$ cat config.mk
export PLATFORM = sky130hd
export DESIGN_NAME = x25519_mult_sequencer_flat
export DESIGN_NICKNAME = d
export VERILOG_FILES = /design/src/rtl/x25519_mult_sequencer_if.sv /design/src/rtl/x25519_mult_sequencer.sv /design/src/flat_wrapper.sv
export SDC_FILE = /design/constraint.sdc
export NUM_CORES = 2
export LEC_CHECK = 0
export BUFFER_PORTS_ARGS = -buffer_cell sky130_fd_sc_hd__buf_2
export CAP_MARGIN = 20
export CELL_PAD_IN_SITES_DETAIL_PLACEMENT = 0
export CELL_PAD_IN_SITES_GLOBAL_PLACEMENT = 1
export CORE_AREA = 8 8 623 625
export DETAILED_ROUTE_END_ITERATION = 10
export DIE_AREA = 0 0 631 633
export PLACE_DENSITY = 0.37
export SLEW_MARGIN = 15
export SYNTH_ARGS = -nofsm -noshare
export SYNTH_HDL_FRONTEND = slang
export SYNTH_SLANG_ARGS = --single-unit
export TNS_END_PERCENT = 50
$ cat constraint.sdc
create_clock -name clk -period 5.6 [get_ports clk]
set_clock_uncertainty 0.05 [all_clocks]
set_input_delay 0.28 -clock clk [delete_from_list [all_inputs] [get_ports clk]]
set_output_delay 0.28 -clock clk [all_outputs]
set_load 0.05 [all_outputs]
$ cat src/rtl/x25519_mult_sequencer_if.sv
// Pass-unit bus between the X25519 multiply sequencer (master) and the
// multiplier pass datapath (slave): launch strobe, operands, pass index,
// and the returning result strobe and value.
interface x25519_mult_sequencer_if;
  logic         pass_en;
  logic [263:0] pass_a;
  logic [263:0] pass_b;
  logic [4:0]   pass_i;
  logic         pass_valid;
  logic [263:0] pass_out;

  modport master (
    output pass_en, pass_a, pass_b, pass_i,
    input  pass_valid, pass_out
  );

  modport slave (
    input  pass_en, pass_a, pass_b, pass_i,
    output pass_valid, pass_out
  );
endinterface

$ cat src/rtl/x25519_mult_sequencer.sv
// X25519 multiply sequencer: latches the operands on start, launches
// NUM_PASSES passes on the pass unit, and sums the pass results into a
// 264-bit accumulator (carry out of bit 263 dropped).
// Optional watchdog: define X25519_SEQ_TIMEOUT_EN to abort a multiply when a
// pass result does not return within TIMEOUT_CYCLES cycles of its launch.
module x25519_mult_sequencer #(
  parameter int NUM_PASSES     = 32,
  parameter int TIMEOUT_CYCLES = 64
) (
  input  logic                    clk,
  input  logic                    rst_n,
  input  logic                    start,
  input  logic [263:0]            a,
  input  logic [263:0]            b,
  output logic                    busy,
  output logic                    done,
  output logic [263:0]            result,
  output logic                    error,
  x25519_mult_sequencer_if.master pass_bus
);

  localparam int         DATA_W    = 264;
  localparam logic [4:0] LAST_PASS = 5'(NUM_PASSES - 1);

  typedef enum logic [1:0] {IDLE, ISSUE, WAIT, DONE} state_e;

  state_e              state_q, state_d;
  logic                busy_q, busy_d;
  logic                done_q, done_d;
  logic                pass_en_q, pass_en_d;
  logic [4:0]          pass_i_q, pass_i_d;
  logic [DATA_W-1:0]   pass_a_q, pass_a_d;
  logic [DATA_W-1:0]   pass_b_q, pass_b_d;
  logic [DATA_W-1:0]   acc_q, acc_d;
  logic [DATA_W-1:0]   result_q, result_d;
  logic [DATA_W-1:0]   sum;
  logic                timeout;

  // Modulo-2^264 add: the carry is simply not kept.
  assign sum = acc_q + pass_bus.pass_out;

  // Next-state and next-output logic for the IDLE/ISSUE/WAIT/DONE sequence.
  always_comb begin
    state_d   = state_q;
    busy_d    = busy_q;
    done_d    = 1'b0;
    pass_en_d = 1'b0;
    pass_i_d  = pass_i_q;
    pass_a_d  = pass_a_q;
    pass_b_d  = pass_b_q;
    acc_d     = acc_q;
    result_d  = result_q;
    unique case (state_q)
      IDLE: begin
        // busy may still be high here for the one cycle after an abort.
        busy_d = 1'b0;
        if (start) begin
          pass_a_d  = a;
          pass_b_d  = b;
          acc_d     = '0;
          pass_i_d  = '0;
          busy_d    = 1'b1;
          pass_en_d = 1'b1;
          state_d   = ISSUE;
        end
      end
      ISSUE: begin
        state_d = WAIT;
      end
      WAIT: begin
        if (pass_bus.pass_valid) begin
          acc_d = sum;
          if (pass_i_q == LAST_PASS) begin
            result_d = sum;
            done_d   = 1'b1;
            state_d  = DONE;
          end else begin
            pass_i_d  = pass_i_q + 5'd1;
            pass_en_d = 1'b1;
            state_d   = ISSUE;
          end
        end else if (timeout) begin
          // Abort: publish the partial sum; busy is held one more cycle.
          result_d = acc_q;
          state_d  = IDLE;
        end
      end
      DONE: begin
        busy_d  = 1'b0;
        state_d = IDLE;
      end
      default: begin
        state_d = IDLE;
      end
    endcase
  end

  // State and registered outputs, all cleared by the asynchronous reset.
  always_ff @(posedge clk or negedge rst_n) begin
    if (!rst_n) begin
      state_q   <= IDLE;
      busy_q    <= 1'b0;
      done_q    <= 1'b0;
      pass_en_q <= 1'b0;
      pass_i_q  <= '0;
      pass_a_q  <= '0;
      pass_b_q  <= '0;
      acc_q     <= '0;
      result_q  <= '0;
    end else begin
      state_q   <= state_d;
      busy_q    <= busy_d;
      done_q    <= done_d;
      pass_en_q <= pass_en_d;
      pass_i_q  <= pass_i_d;
      pass_a_q  <= pass_a_d;
      pass_b_q  <= pass_b_d;
      acc_q     <= acc_d;
      result_q  <= result_d;
    end
  end

`ifdef X25519_SEQ_TIMEOUT_EN
  localparam int              WD_W     = $clog2(TIMEOUT_CYCLES + 1);
  localparam logic [WD_W-1:0] WD_LIMIT = WD_W'(TIMEOUT_CYCLES);

  logic [WD_W-1:0] wdog_q;
  logic [WD_W-1:0] wdog_inc;
  logic            error_q;

  // The counter holds the number of cycles since the current pass_en, so the
  // abort lands exactly TIMEOUT_CYCLES cycles after the launch; a result in
  // the limit cycle is checked first in the FSM and therefore wins.
  assign wdog_inc = wdog_q + WD_W'(1);
  assign timeout  = (state_q == WAIT) && !pass_bus.pass_valid && (wdog_inc == WD_LIMIT);

  // Watchdog counter and the one-cycle error pulse.
  always_ff @(posedge clk or negedge rst_n) begin
    if (!rst_n) begin
      wdog_q  <= '0;
      error_q <= 1'b0;
    end else begin
      error_q <= timeout;
      if (pass_en_d) begin
        wdog_q <= '0;
      end else if (state_q == ISSUE || state_q == WAIT) begin
        wdog_q <= wdog_inc;
      end
    end
  end

  assign error = error_q;
`else
  // Without the watchdog WAIT never gives up; the limit has no effect.
  assign timeout = 1'b0 & (TIMEOUT_CYCLES != 0);
  assign error   = 1'b0;
`endif

  assign busy             = busy_q;
  assign done             = done_q;
  assign result           = result_q;
  assign pass_bus.pass_en = pass_en_q;
  assign pass_bus.pass_a  = pass_a_q;
  assign pass_bus.pass_b  = pass_b_q;
  assign pass_bus.pass_i  = pass_i_q;

endmodule

$ cat src/flat_wrapper.sv
// flat-port wrapper written by rule: the top's interface ports become plain ports
module x25519_mult_sequencer_flat 
#(
  parameter int NUM_PASSES     = 32,
  parameter int TIMEOUT_CYCLES = 64
)
  (clk, rst_n, start, a, b, busy, done, result, error, pass_bus_pass_en, pass_bus_pass_a, pass_bus_pass_b, pass_bus_pass_i, pass_bus_pass_valid, pass_bus_pass_out);
  x25519_mult_sequencer_if pass_bus_i ();
  input  logic clk;
  input  logic rst_n;
  input  logic start;
  input  logic [263:0] a;
  input  logic [263:0] b;
  output logic busy;
  output logic done;
  output logic [263:0] result;
  output logic error;
  output wire logic [$bits(pass_bus_i.pass_en)-1:0] pass_bus_pass_en;
  output wire logic [$bits(pass_bus_i.pass_a)-1:0] pass_bus_pass_a;
  output wire logic [$bits(pass_bus_i.pass_b)-1:0] pass_bus_pass_b;
  output wire logic [$bits(pass_bus_i.pass_i)-1:0] pass_bus_pass_i;
  input wire logic [$bits(pass_bus_i.pass_valid)-1:0] pass_bus_pass_valid;
  input wire logic [$bits(pass_bus_i.pass_out)-1:0] pass_bus_pass_out;
  assign pass_bus_pass_en = pass_bus_i.pass_en;
  assign pass_bus_pass_a = pass_bus_i.pass_a;
  assign pass_bus_pass_b = pass_bus_i.pass_b;
  assign pass_bus_pass_i = pass_bus_i.pass_i;
  assign pass_bus_i.pass_valid = pass_bus_pass_valid;
  assign pass_bus_i.pass_out = pass_bus_pass_out;
  x25519_mult_sequencer #(.NUM_PASSES(NUM_PASSES), .TIMEOUT_CYCLES(TIMEOUT_CYCLES)) u_core (.clk(clk), .rst_n(rst_n), .start(start), .a(a), .b(b), .busy(busy), .done(done), .result(result), .error(error), .pass_bus(pass_bus_i));
endmodule
* Yosys cells after proc, flatten, opt, wreduce, memory -nomap -nowiden
Cells that the tools add are included.
W data, S select, Z words.
** Word-level totals
- Flip-flop bits (word level) :: 1066
- Input bits :: 796
- Output and inout port bits :: 801
- Word-level logic and storage cells :: 45
** Operators by class
- Add/subtract/negate cells :: 2
- Equality and inequality tests :: 7
- Mux-type cells :: 19
- Reductions and logical operators :: 8
** Operators with widths (count)
- $mux W264 :: 2
- $pmux W264 S2 :: 1
- $add A264 B264 Y264 :: 1
- $mux W5 :: 3
- $pmux W5 S2 :: 1
- $pmux W2 S4 :: 1
- $mux W1 :: 6
- $mux W2 :: 3
- $ne A2 B2 Y1 const B :: 3
- $reduce_and A3 Y1 :: 2
- $add A5 B1 Y5 const B :: 1
- $eq A5 B5 Y1 const B :: 1
- $eq A2 B2 Y1 const B :: 2
- $pmux W1 S2 :: 2
- $reduce_and A2 Y1 :: 2
- $reduce_and A4 Y1 :: 1
- $reduce_bool A2 Y1 :: 2
- $eq A2 B1 Y1 const B :: 1
- $logic_not A2 Y1 :: 1

* Longest topological paths before layout
- Depth after elaboration :: 4
- Gate-level depth with buffers :: 16
- Gate-level depth less buffers :: 16

* Worst setup path after synthesis
OpenSTA, ideal clock, no wires.
- Path type :: reg2reg
- Start point :: register u_core.acc_q[0]
- End point :: register u_core.acc_q[224]
- Library setup time :: 0.133 ns
- Arrival time :: 3.253 ns
- Required time :: 5.417 ns
- Setup slack :: 2.164 ns
- Cell stages (with the launch flop) :: 17
- Path buffers :: 0
- Clock period less this slack :: 3.436 ns
- Cells stage by stage :: dfrtp_1 > ha_1 > inv_1 > fa_1 > nand2b_1 > a21oi_1 > o21ba_2 > o21ai_0 > a21oi_1 > or4_4 > a21oi_1 > o31a_2 > a2111oi_0 > or3b_1 > a21oi_1 > xor2_1 > o21ai_0
** On the way
- Cells in the longest elaborated chain, start to end :: 3
** RTL lines
- from (decl) :: line x25519_mult_sequencer.sv:34 : logic [DATA_W-1:0] acc_q, acc_d;
- from (signal assigned) :: line x25519_mult_sequencer.sv:108 : acc_q <= '0;
- from (signal assigned) :: line x25519_mult_sequencer.sv:118 : acc_q <= acc_d;
- $add A264 B264 Y264 :: line x25519_mult_sequencer.sv:40 : assign sum = acc_q + pass_bus.pass_out;
- $mux W264 :: line x25519_mult_sequencer.sv:71 : if (pass_bus.pass_valid) begin
- $pmux W264 S2 :: line x25519_mult_sequencer.sv:53 : unique case (state_q)
Every way passes these cells. The select of a mux whose other input is x is not followed.
A chain may end at the register's enable or synchronous reset.

* Worst setup path after layout
- Start point :: register u_core.acc_q[1]
- End point :: register u_core.acc_q[219]
Same word-level chain as after synthesis.

==> impl_metrics.py <==
metrics = {
    "outcome": {
        "outcome": "complete, but fails checks",
        "failed_checks": "setup timing",
    },
    "global_routing": {
        "antenna_found_initial": 229,
        "first_global_vias": 63012,
        "gr-total-overflow": 0,
        "grt_pass1_wl_mm": 598,
        "globalRouteTotalUtil": 0.218,
        "grt_max_degree": 153,
    },
    "route": {
        "vias_per_cell": 4.40,
        "met2_length_mm": 233,
        "wl_met3_mm": 25.2,
        "route.detailed.drc": 0,
        "highest_layer": "met5",
        "drt_iter0_drc": 4669,
        "final_antenna_net_count": 0,
        "m1WireLength_mm": 172,
        "dr.pass1.iters": 6,
        "wl_per_cell_um": 33.0,
        "vias": 60682,
        "routed_wl_mm": 455,
    },
    "placed_design": {
        "dp_hpwl_mm": 393,
        "placed_cells": 12794,
        "portBuffers": 1595,
        "routabilityCongestion": 0.970,
        "dp_slack_ns": -0.213,
    },
    "hold_path": {
        "hold_class": "in2reg",
    },
    "logic_synthesis": {
        "synth_cell_types": 105,
        "avgSynthCellArea_um2": 9.42,
        "async_flop_share": 1.00,
        "synthFlopType": "dfrtp_1",
        "ys_ff_latch": 1066,
        "synth_edf_count": 0,
        "yosysWarningCount": 0,
        "synthesis.nets": 7355,
        "synth_top_area_share": 0.450,
        "seq_area_frac_synth": 0.450,
        "synth_area_mm2": 0.0593,
        "synth_area_leaders": "dfrtp_1 (45%), mux2_2 (10%), o21ai_0 (7.3%)",
        "synth.largest_area_cell": "dfrtp_1",
        "synthCells": 6290,
    },
    "cts": {
        "path_clk_slew_ns": 0.06,
        "htreeDepth": 4,
        "insertion_delay_ns": 0.84,
        "cts_tree": "built",
        "cts_buffer_depth": 4,
        "clock-root-buffer": "clkbuf_16",
        "cts_buffers": 159,
        "cts.sinks": 1066,
    },
    "sta": {
        "period_needed_ns": 5.61,
        "report.final.hold_viol_count": 0,
        "fin_crit_sh": 1.00,
        "worst_pin_slew_ns": 1.13,
        "hold_ws_ns": 0.0653,
        "setup_viol": 1,
        "rsz0062_at_grt": "yes",
        "slew_headroom": 0.239,
        "fin_ws_ns": -0.00709,
        "fmax_mhz": 178,
        "final_max_slew_viol_count": 0,
    },
    "die": {
        "core_mm2": 0.378,
        "dieArea_mm2": 0.399,
        "ioPinCount": 1597,
        "dieWidth_um": 631,
        "num_rows": 226,
        "fp.dieH_um": 633,
        "start_util": 0.157,
    },
    "setup_path": {
        "rr_startpoint": "u_core.acc_q[1]$_DFFE_PN0P_",
        "crit_path_start_kind": "flop",
        "r2r_setup_slack_ns": -0.007,
        "path_cells": "ha_1 > a21oi_2 > buf_4 > nor2_1 > o21ai_0 > a211oi_2 > o31ai_2 > o22ai_1 > o2bb2ai_1 > buf_4 > o21ai_1 > buf_4 > a41oi_1 > o21ai_1 > buf_4 > xnor2_1 > buf_4 > o21ai_0",
        "cpMostUsedCell": "buf_4",
        "critPathTopFamily": "compound AO/OA/AOI/OAI gates",
        "crit_slowest_cell": "a21oi_2",
        "required_ns": 6.24,
        "endpoint": "u_core.acc_q[219]$_DFFE_PN0P_",
        "path_depth": 18,
        "crit_path_max_fanout": 3,
        "endpoint_kind": "flop",
        "worstPathArrival_ns": 6.25,
        "crit_start": "u_core.acc_q[1]$_DFFE_PN0P_",
        "cpPeakStageDelay_ns": 0.62,
        "r2r.worst_path.cells": 18,
        "timing.rr.end": "u_core.acc_q[219]$_DFFE_PN0P_",
        "cp_num_buf_inv": 5,
        "worstSetupPathType": "reg2reg",
    },
    "run": {
        "maxCapViolCount": 0,
    },
    "layout": {
        "syn2layout_area_growth_pct": 44.6,
        "fin_cells": 13779,
        "drive_above_1_share": 0.312,
        "nNetsFinal": 9584,
        "n_fill_cell": 41986,
    },
    "power": {
        "switching_share": 0.539,
        "peakVddDrop_uv": 513,
        "power.switching_mw": 29.9,
        "seq_power_share": 0.221,
        "p_int_mw": 25.6,
        "combPwrFrac": 0.582,
        "p_clk_frac": 0.198,
        "cellPowerDensity_mw_per_mm2": 648,
        "cellLeakagePower_nw": 38.0,
    },
}
[power groups by stage]
stage          Combinational, mW  Sequential, mW  Clock, mW
2_1_floorplan               11.6            18.8          0
4_1_cts                     32.7            12.2       11.5
6_report                    32.3            12.2       11.0
3_3_place_gp                32.2            12.3          0
3_5_place_dp                32.1            12.3          0
5_1_grt                     33.8            12.6       11.7
[cell families (layout without fill, tap and decap cells)]
kind of cell    count (synthesis)  count (layout)  synth area share
simple gates                 1854            1854             0.139
xor+xnor                      262             262            0.0387
fa+ha+maj                     269             269            0.0569
compound gates               1913            1913             0.186
other cells                     1             122         0.0000633
mux                           528             528             0.100
buf+inv                       397            2749            0.0283
flops                        1066            1066             0.450
[cell usage in the layout (no fill, tap or decap), drive strengths merged, types with 20 or more instances in the layout]
cell,netlist,layout
nor3,81,81
xor2,116,116
clkbuf,254,222
buf,67,1814
diode,0,121
mux2,528,528
a21boi,35,35
ha,268,268
nor2,358,358
dfrtp,1066,1066
o21ai,878,878
bufinv,0,20
nand2,985,985
o21a,55,55
nand4,170,170
o21bai,91,91
inv,73,79
or2,31,31
nand3,63,63
nor4,46,46
dlygate4sd3,0,577
xnor2,146,146
a21o,99,99
a21oi,540,540
nand2b,24,24
o211ai,21,21
and4,26,26
o31ai,30,30
a31oi,45,45
clkinv,0,32
[tightest hold or removal path: cells and delay by family]
kind | cells | cell delay, ns
adder cells (fa/ha/maj) | 1 | 0.23
AO/OA/AOI/OAI | 1 | 0.15
buffers and inverters | 1 | 0.11
XOR/XNOR | 1 | 0.15
[synth_stat cells, types with 18 or more instances]
cell type  count
o21a_1        55
a21o_1        99
xor2_1       116
o211ai_1      20
a21oi_1      538
nand4_1      169
xnor2_1      146
or2_2         28
a21boi_0      28
o31ai_1       25
buf_2         51
o21bai_1      90
and4_1        25
inv_1         73
ha_1         268
mux2_2       528
nor2_1       356
nand2b_1      24
nor4_1        42
o21ai_0      859
and2_1        18
nand2_1      980
dfrtp_1     1066
nor3_1        79
clkbuf_1     249
a31oi_1       45
nand3_1       63
[state kept, by name (all words and copies together) (netlist names)]
| name | flops |
|---|---|
| u_core.pass_bus.pass_b | 264 |
| u_core.state_q | 2 |
| u_core.acc_q | 264 |
| u_core.pass_bus.pass_a | 264 |
| u_core.done | 1 |
| u_core.result | 264 |
| u_core.pass_bus.pass_i | 5 |
| u_core.busy | 1 |
| u_core.pass_bus.pass_en | 1 |
[how the worst min path moves through the flow]
| stage | from | end | cells after the start |
|---|---|---|---|
| after floorplan | rst_n | u_core.acc_q[0]$_DFFE_PN0P_ | 0 |
| after global placement | rst_n | u_core.result[145]$_DFFE_PN0P_ | 1 |
| after detailed placement | rst_n | u_core.result[145]$_DFFE_PN0P_ | 1 |
| after CTS | pass_bus_pass_out[242] | u_core.acc_q[242]$_DFFE_PN0P_ | 4 |
| after global routing | pass_bus_pass_out[22] | u_core.result[22]$_DFFE_PN0P_ | 4 |
| final | pass_bus_pass_out[22] | u_core.result[22]$_DFFE_PN0P_ | 4 |
[routing by layer]
layer  up-vias  track usage
met5         -            0
met4        82        0.100
met3       638       0.0458
met2      2110        0.396
met1     30648        0.243
li1      27204            -
[metrics by stage]
| step | instance area, um^2 | TNS [ns] | util | total power [mW] |
|---|---|---|---|---|
| after floorplan | 59300 | 0 | - | 30.5 |
| after global placement | 74100 | -2.16 | 0.196 | 44.5 |
| after detailed placement | 74100 | -1.04 | 0.196 | 44.5 |
| after CTS | 85400 | 0 | 0.226 | 56.4 |
| after global routing | 85600 | -0.0226 | 0.227 | 58.0 |
| final | 85700 | -0.00709 | 0.227 | 55.5 |
[final cells by class]
| cell class | instances | area (um^2) | share of cell area |
|---|---|---|---|
| inverter | 73 | 274 | 0.00320 |
| sequential | 1066 | 26700 | 0.311 |
| clock buffer | 221 | 4530 | 0.0529 |
| multi-input combinational | 4827 | 31000 | 0.361 |
| clock inverter | 63 | 980 | 0.0114 |
| timing repair buffer | 2392 | 15700 | 0.183 |
| antenna | 121 | 303 | 0.00353 |
| tap | 5016 | 6280 | 0.0732 |
[repair_timing]
action / in CTS / in global routing
hold endpoints to repair: 819 / 0
gates resized for setup: 2 / 3
hold buffers: 578 / 0
setup endpoints to repair: 4 / 4
buffers inserted: 0 / 1
pin swaps: 0 / 2
(Power assumes the default switching activity.)
